## config.mk

```make
export PLATFORM = sky130hd
export DESIGN_NAME = ulisp_uart_tx
export DESIGN_NICKNAME = d
export VERILOG_FILES = /design/src/rtl/ulisp_uart_pkg.sv /design/src/rtl/ulisp_sync_fifo.sv /design/src/rtl/ulisp_uart_tx.sv
export SDC_FILE = /design/constraint.sdc
export NUM_CORES = 1
export LEC_CHECK = 0
export ABC_AREA = 1
export BUFFER_PORTS_ARGS = -buffer_cell sky130_fd_sc_hd__clkbuf_2
export CORE_UTILIZATION = 25
export DETAILED_ROUTE_END_ITERATION = 10
export GPL_TIMING_DRIVEN = 1
export RECOVER_POWER = 100
export SLEW_MARGIN = 20
export SYNTH_ARGS = -nofsm -noshare
export SYNTH_HDL_FRONTEND = slang
export SYNTH_HIERARCHICAL = 1
export SYNTH_SLANG_ARGS = --single-unit
```

## constraint.sdc

```tcl
create_clock -name clk -period 2 [get_ports clk]
set_input_delay 0.2 -clock clk [delete_from_list [all_inputs] [get_ports clk]]
set_output_delay 0.2 -clock clk [all_outputs]
set_load 0.005 [all_outputs]
```

## src/rtl/ulisp_uart_pkg.sv

```systemverilog
// Shared definitions for the uLisp UART transmitter: FSM states,
// register map and status bit layout.
package ulisp_uart_pkg;

   typedef enum logic [1:0] {
      IDLE  = 2'd0,
      START = 2'd1,
      DATA  = 2'd2,
      STOP  = 2'd3
   } tx_state_t;

   // register indices seen on register_index
   localparam logic [11:0] TX_DATA   = 12'd0;
   localparam logic [11:0] TX_STATUS = 12'd1;

   // bit positions inside the status word
   localparam int unsigned BUSY     = 0;
   localparam int unsigned FULL     = 1;
   localparam int unsigned OVERFLOW = 2;

endpackage

```

## src/rtl/ulisp_sync_fifo.sv

```systemverilog
// Single-clock FIFO with synchronous active-high reset. A push while full
// is accepted only when a pop happens on the same edge.
module ulisp_sync_fifo #(
   parameter int unsigned DEPTH = 8,
   parameter int unsigned WIDTH = 8
) (
   input  logic                     clk,
   input  logic                     reset,
   input  logic                     push,
   input  logic                     pop,
   input  logic [WIDTH-1:0]         din,
   output logic [WIDTH-1:0]         dout,
   output logic                     full,
   output logic                     empty,
   output logic [$clog2(DEPTH):0]   count
);

   localparam int unsigned AW = $clog2(DEPTH);

   logic [WIDTH-1:0] mem [DEPTH];
   logic [AW-1:0]    wr_ptr;
   logic [AW-1:0]    rd_ptr;
   logic             do_push;
   logic             do_pop;

   assign full    = (count == (AW+1)'(DEPTH));
   assign empty   = (count == '0);
   assign do_pop  = pop && !empty;
   assign do_push = push && (!full || do_pop);
   assign dout    = mem[rd_ptr];

   // storage array, written at the tail
   always_ff @(posedge clk) begin
      if (do_push) begin
         mem[wr_ptr] <= din;
      end
   end

   // pointers and occupancy
   always_ff @(posedge clk) begin
      if (reset) begin
         wr_ptr <= '0;
         rd_ptr <= '0;
         count  <= '0;
      end else begin
         if (do_push) wr_ptr <= wr_ptr + 1'b1;
         if (do_pop)  rd_ptr <= rd_ptr + 1'b1;
         case ({do_push, do_pop})
            2'b10:   count <= count + 1'b1;
            2'b01:   count <= count - 1'b1;
            default: count <= count;
         endcase
      end
   end

endmodule

```

## src/rtl/ulisp_uart_tx.sv

```systemverilog
// uLisp UART transmitter peripheral: 8N1 serial output fed from a small
// transmit store, with a data register (index 0) and status register
// (index 1). Build option UART_TX_FIFO_EN selects a FIFO_DEPTH-entry FIFO;
// without it a single holding register is used.
module ulisp_uart_tx
   import ulisp_uart_pkg::*;
#(
   parameter int unsigned CLKS_PER_BIT = 16,
   parameter int unsigned FIFO_DEPTH   = 8
) (
   input  logic        clk,
   input  logic        reset,
   input  logic [11:0] register_index,
   input  logic        register_read,
   input  logic        register_write,
   input  logic [15:0] register_write_value,
   output logic [15:0] register_read_value,
   output logic        txd
);

   localparam int unsigned CW = $clog2(CLKS_PER_BIT);
   localparam logic [CW-1:0] BIT_LAST = CW'(CLKS_PER_BIT - 1);

   tx_state_t   state;
   logic [CW-1:0] clk_cnt;
   logic [2:0]  bit_cnt;
   logic [7:0]  shreg;
   logic        overflow;

   logic        push;
   logic        pop;
   logic [7:0]  head;
   logic        st_full;
   logic        st_empty;
   logic        busy;
   logic        bit_end;
   logic        status_read;
   logic        wdata_unused;

   assign wdata_unused = ^register_write_value[15:8];

   assign status_read = register_read && (register_index == TX_STATUS);
   assign push        = register_write && (register_index == TX_DATA) && !reset;
   assign bit_end     = (clk_cnt == BIT_LAST);
   assign pop         = !st_empty && ((state == IDLE) || ((state == STOP) && bit_end));
   assign busy        = !st_empty || (state != IDLE);

`ifdef UART_TX_FIFO_EN
   logic [$clog2(FIFO_DEPTH):0] fifo_count;
   logic                        count_unused;

   assign count_unused = ^fifo_count;

   ulisp_sync_fifo #(
      .DEPTH (FIFO_DEPTH),
      .WIDTH (8)
   ) u_fifo (
      .clk   (clk),
      .reset (reset),
      .push  (push),
      .pop   (pop),
      .din   (register_write_value[7:0]),
      .dout  (head),
      .full  (st_full),
      .empty (st_empty),
      .count (fifo_count)
   );
`else
   logic        hold_valid;
   logic [7:0]  hold_data;
   logic [31:0] depth_unused;

   assign depth_unused = FIFO_DEPTH;
   assign st_full      = hold_valid;
   assign st_empty     = !hold_valid;
   assign head         = hold_data;

   // single holding register; a push while occupied needs a same-edge pop
   always_ff @(posedge clk) begin
      if (reset) begin
         hold_valid <= 1'b0;
         hold_data  <= '0;
      end else if (push && (!hold_valid || pop)) begin
         hold_valid <= 1'b1;
         hold_data  <= register_write_value[7:0];
      end else if (pop) begin
         hold_valid <= 1'b0;
      end
   end
`endif

   // sticky overflow: a new drop wins over the clearing status read
   always_ff @(posedge clk) begin
      if (reset) begin
         overflow <= 1'b0;
      end else if (push && st_full && !pop) begin
         overflow <= 1'b1;
      end else if (status_read) begin
         overflow <= 1'b0;
      end
   end

   // status register read path
   always_comb begin
      register_read_value = '0;
      if (status_read) begin
         register_read_value[BUSY]     = busy;
         register_read_value[FULL]     = st_full;
         register_read_value[OVERFLOW] = overflow;
      end
   end

   // frame sequencer; txd is registered from the current state, so the line
   // follows the state by one cycle and every bit keeps its full length
   always_ff @(posedge clk) begin
      if (reset) begin
         state   <= IDLE;
         clk_cnt <= '0;
         bit_cnt <= '0;
         shreg   <= '0;
         txd     <= 1'b1;
      end else begin
         case (state)
            START:   txd <= 1'b0;
            DATA:    txd <= shreg[0];
            default: txd <= 1'b1;
         endcase

         case (state)
            IDLE: begin
               clk_cnt <= '0;
               bit_cnt <= '0;
               if (pop) begin
                  shreg <= head;
                  state <= START;
               end
            end
            START: begin
               if (bit_end) begin
                  clk_cnt <= '0;
                  bit_cnt <= '0;
                  state   <= DATA;
               end else begin
                  clk_cnt <= clk_cnt + 1'b1;
               end
            end
            DATA: begin
               if (bit_end) begin
                  clk_cnt <= '0;
                  shreg   <= {1'b0, shreg[7:1]};
                  if (bit_cnt == 3'd7) begin
                     bit_cnt <= '0;
                     state   <= STOP;
                  end else begin
                     bit_cnt <= bit_cnt + 1'b1;
                  end
               end else begin
                  clk_cnt <= clk_cnt + 1'b1;
               end
            end
            STOP: begin
               if (bit_end) begin
                  clk_cnt <= '0;
                  if (pop) begin
                     shreg <= head;
                     state <= START;
                  end else begin
                     state <= IDLE;
                  end
               end else begin
                  clk_cnt <= clk_cnt + 1'b1;
               end
            end
            default: state <= IDLE;
         endcase
      end
   end

endmodule

```

==> flow_summary.ini <==
[setup_path]
cp_num_cells = 9
cpPeakStageDelay_ns = 0.44
start_kind = flop
cpMaxStageDelayCell = dfxtp_1
reg2regPathDepth = 9
crit_chain = inv_1 > ha_1 > inv_2 > nand2_1 > a21oi_4 > clkbuf_4 > nand3_1 > nand2_1 > nor2_1
worst_path_most_repeated_cell = nand2_1
worst_path_dominant_cell_family = buffers and inverters
arrival_ns = 1.97
r2r_slack_ns = 0.21
timing.rr.start = state[0]
startpoint = state[0]
path_max_fanout = 16
crit_type = reg2reg
worstReg2RegEnd = shreg[6]
crit_path_end_kind = flop
cp.buffers_inverters = 3
required_ns = 2.18

[global_routing]
track_usage_pct = 8.85
grt_first_pass_wirelength_um = 5060
grt_antenna_before_repair = 0
grt_pass1_vias = 1244
grt_max_degree = 19
globalRoute.totalOverflow = 0

[cts]
cts_tree = done
clockBufferDepth = 2
clk_latency_ns = 0.28
cts.sinks = 28
root_buffer = clkbuf_8
cts.hold.buffers_added = 0
cts_resized = 0
htreeDepth = 1
cts_buffers = 3
path_clk_slew_ns = 0.09
cts_setup_buffers = 0

[die]
ios = 49
dieArea_um2 = 6930
rows = 29
die_h_um = 83.3
die_x_um = 83.3
core_area_um2 = 6350
start_util_pct = 26.0

[synth]
async_flop_share_pct = 0
synth_area_leader_cell = dfxtp_1
synth_edf_count = 0
synthDistinctLibCells = 27
synth_cells = 229
syn_area_per_cell_um2 = 7.21
synth_top_flop_cell = dfxtp_1
netlist_area_um2 = 1650
synth.area.top_cells = dfxtp_1, nand2_1, nor2_1
seq_area_frac_synth_pct = 34.0
yosysTopAreaCellShare_pct = 34.0
synth_warnings = 6
ys_ff_latch = 28

[drt]
viasPerCell = 4.11
ant_nets = 0
wl_um = 2880
vias = 1374
drtPass1Iterations = 6
detail_route.wl_per_cell_um = 8.62
drc = 0
drt_iter0_drc = 52

[sta]
skew_ns = 0.00641
setup_viol = 0
finalCriticalPeriod_ns = 1.79
fin_crit_sh_pct = 89.5
fin_setup_tns_ns = 0
max_freq_ghz = 0.558
hold_viol = 0
drv_slew = 0
rsz0062_at_grt = no
worst_slack_ns = 0.209

[finish]
diodes = 0
area_delta_synth_final_pct = 12.4
nNetsFinal = 299
drive_gt1_share_pct = 19.1

[worst_hold_path]
min_from = reset
whs_path_depth = 2
holdPathEnd = overflow
hold_path_class = in2reg

[pwr]
p_leak_nw = 0.865
peakVddDrop_uv = 304
powerDensity_nw_per_um2 = 823

[placement]
place.gp.congestion = 0.814
port_buffers = 27
post-dp-hpwl_um = 2170
dpl_worst_slack_ns = 0.232

[flow_run]
drv_cap = 0

[status]
outcome = completed
-- routing by layer --
| layer | vias up | global-route usage [%] | part of all wire, % |
|---|---|---|---|
| met2 | 38 | 15.1 | 46 |
| met1 | 590 | 10.8 | 48 |
| met5 | - | 0 | 0 |
| met3 | 5 | 0.596 | 2.7 |
| met4 | 0 | 5.64 | 2.8 |
| li1 | 741 | - | - |
-- power breakdown --
| part | internal (W) | total (W) | switching [W] |
|---|---|---|---|
| logic | 0.000191 | 0.000461 | 0.000270 |
| clock network | 0.000176 | 0.000351 | 0.000175 |
| registers | 0.000653 | 0.000714 | 0.0000610 |
| total | 0.00102 | 0.00153 | 0.000506 |
-- kinds of logic (layout without fill, tap and decap cells) --
group / after synthesis / count (layout) / share of synthesized area [%]
other: 1 / 13 / 0.227
adders and majority gates: 9 / 9 / 6.82
and+or+nand+nor: 109 / 109 / 28.4
AOI/OAI and AO/OA: 25 / 25 / 10.0
xor gates and xnor gates: 1 / 1 / 0.531
DFF: 28 / 28 / 34.0
buffers and inverters: 49 / 65 / 15.8
muxes: 7 / 7 / 4.25
-- synthesized netlist by cell type (2+ instances only) --
cell	instances
or2_2	2
ha_1	9
mux2i_1	7
clkbuf_1	2
o21ai_0	6
nand3_1	16
buf_4	13
nand4_1	3
inv_1	29
nor2_2	3
dfxtp_1	28
a21oi_1	10
a21oi_2	7
nand2_2	2
buf_6	2
nor2_1	35
nand2_1	45
-- how the worst max path moves through the flow --
| stage | to |
|---|---|
| after floorplan | bit_cnt[0] |
| after global placement | bit_cnt[0] |
| after detailed placement | bit_cnt[0] |
| after CTS | bit_cnt[0] |
| after global routing | shreg[6] |
| final | shreg[6] |
-- per-stage QoR --
step / std cells / cell area, um2 / utilization, % / total power [W] / hold WS, ns
3_3_place_gp: 330 / 1810 / 28.5 / 0.00118 / 0.435
2_1_floorplan: 241 / 1700 / - / 0.00112 / 0.269
6_report: 334 / 1850 / 29.2 / 0.00153 / 0.166
4_1_cts: 334 / 1860 / 29.4 / 0.00156 / 0.162
3_5_place_dp: 330 / 1810 / 28.5 / 0.00120 / 0.443
5_1_grt: 334 / 1850 / 29.2 / 0.00164 / 0.175
-- final cells by class --
type / instances / area [um2]
Tap cell: 77 / 96.3
Clock buffer: 4 / 55.1
Fill cell: 706 / 4500
Multi-Input combinational cell: 164 / 870
Inverter: 30 / 113
Timing Repair Buffer: 31 / 160
Sequential cell: 28 / 561
-- cells in the final DEF, fill, tap and decap left out, drive strengths merged --
master,count
nor3,1
buf,2
nand3,17
ha,9
mux2i,7
or2,2
conb,13
xnor2,1
nand4,3
clkbuf,33
o21a,1
nand2,47
o21ai,6
inv,30
dfxtp,28
nor2,39
a21oi,18
-- worst reg2reg max path, cell delays in order (launching register included) --
cell and delay, ns:
dfxtp_1 0.44, inv_1 0.11, ha_1 0.27, inv_2 0.10, nand2_1 0.11, a21oi_4 0.16, clkbuf_4 0.28, nand3_1 0.12
nand2_1 0.08, nor2_1 0.04
-- state kept, by name, indices dropped and copies added, names as in the netlist --
signal      flops
head            8
shreg           8
clk_cnt         4
bit_cnt         3
state           2
hold_valid      1
overflow        1
txd             1
(Power assumes the default switching activity.)
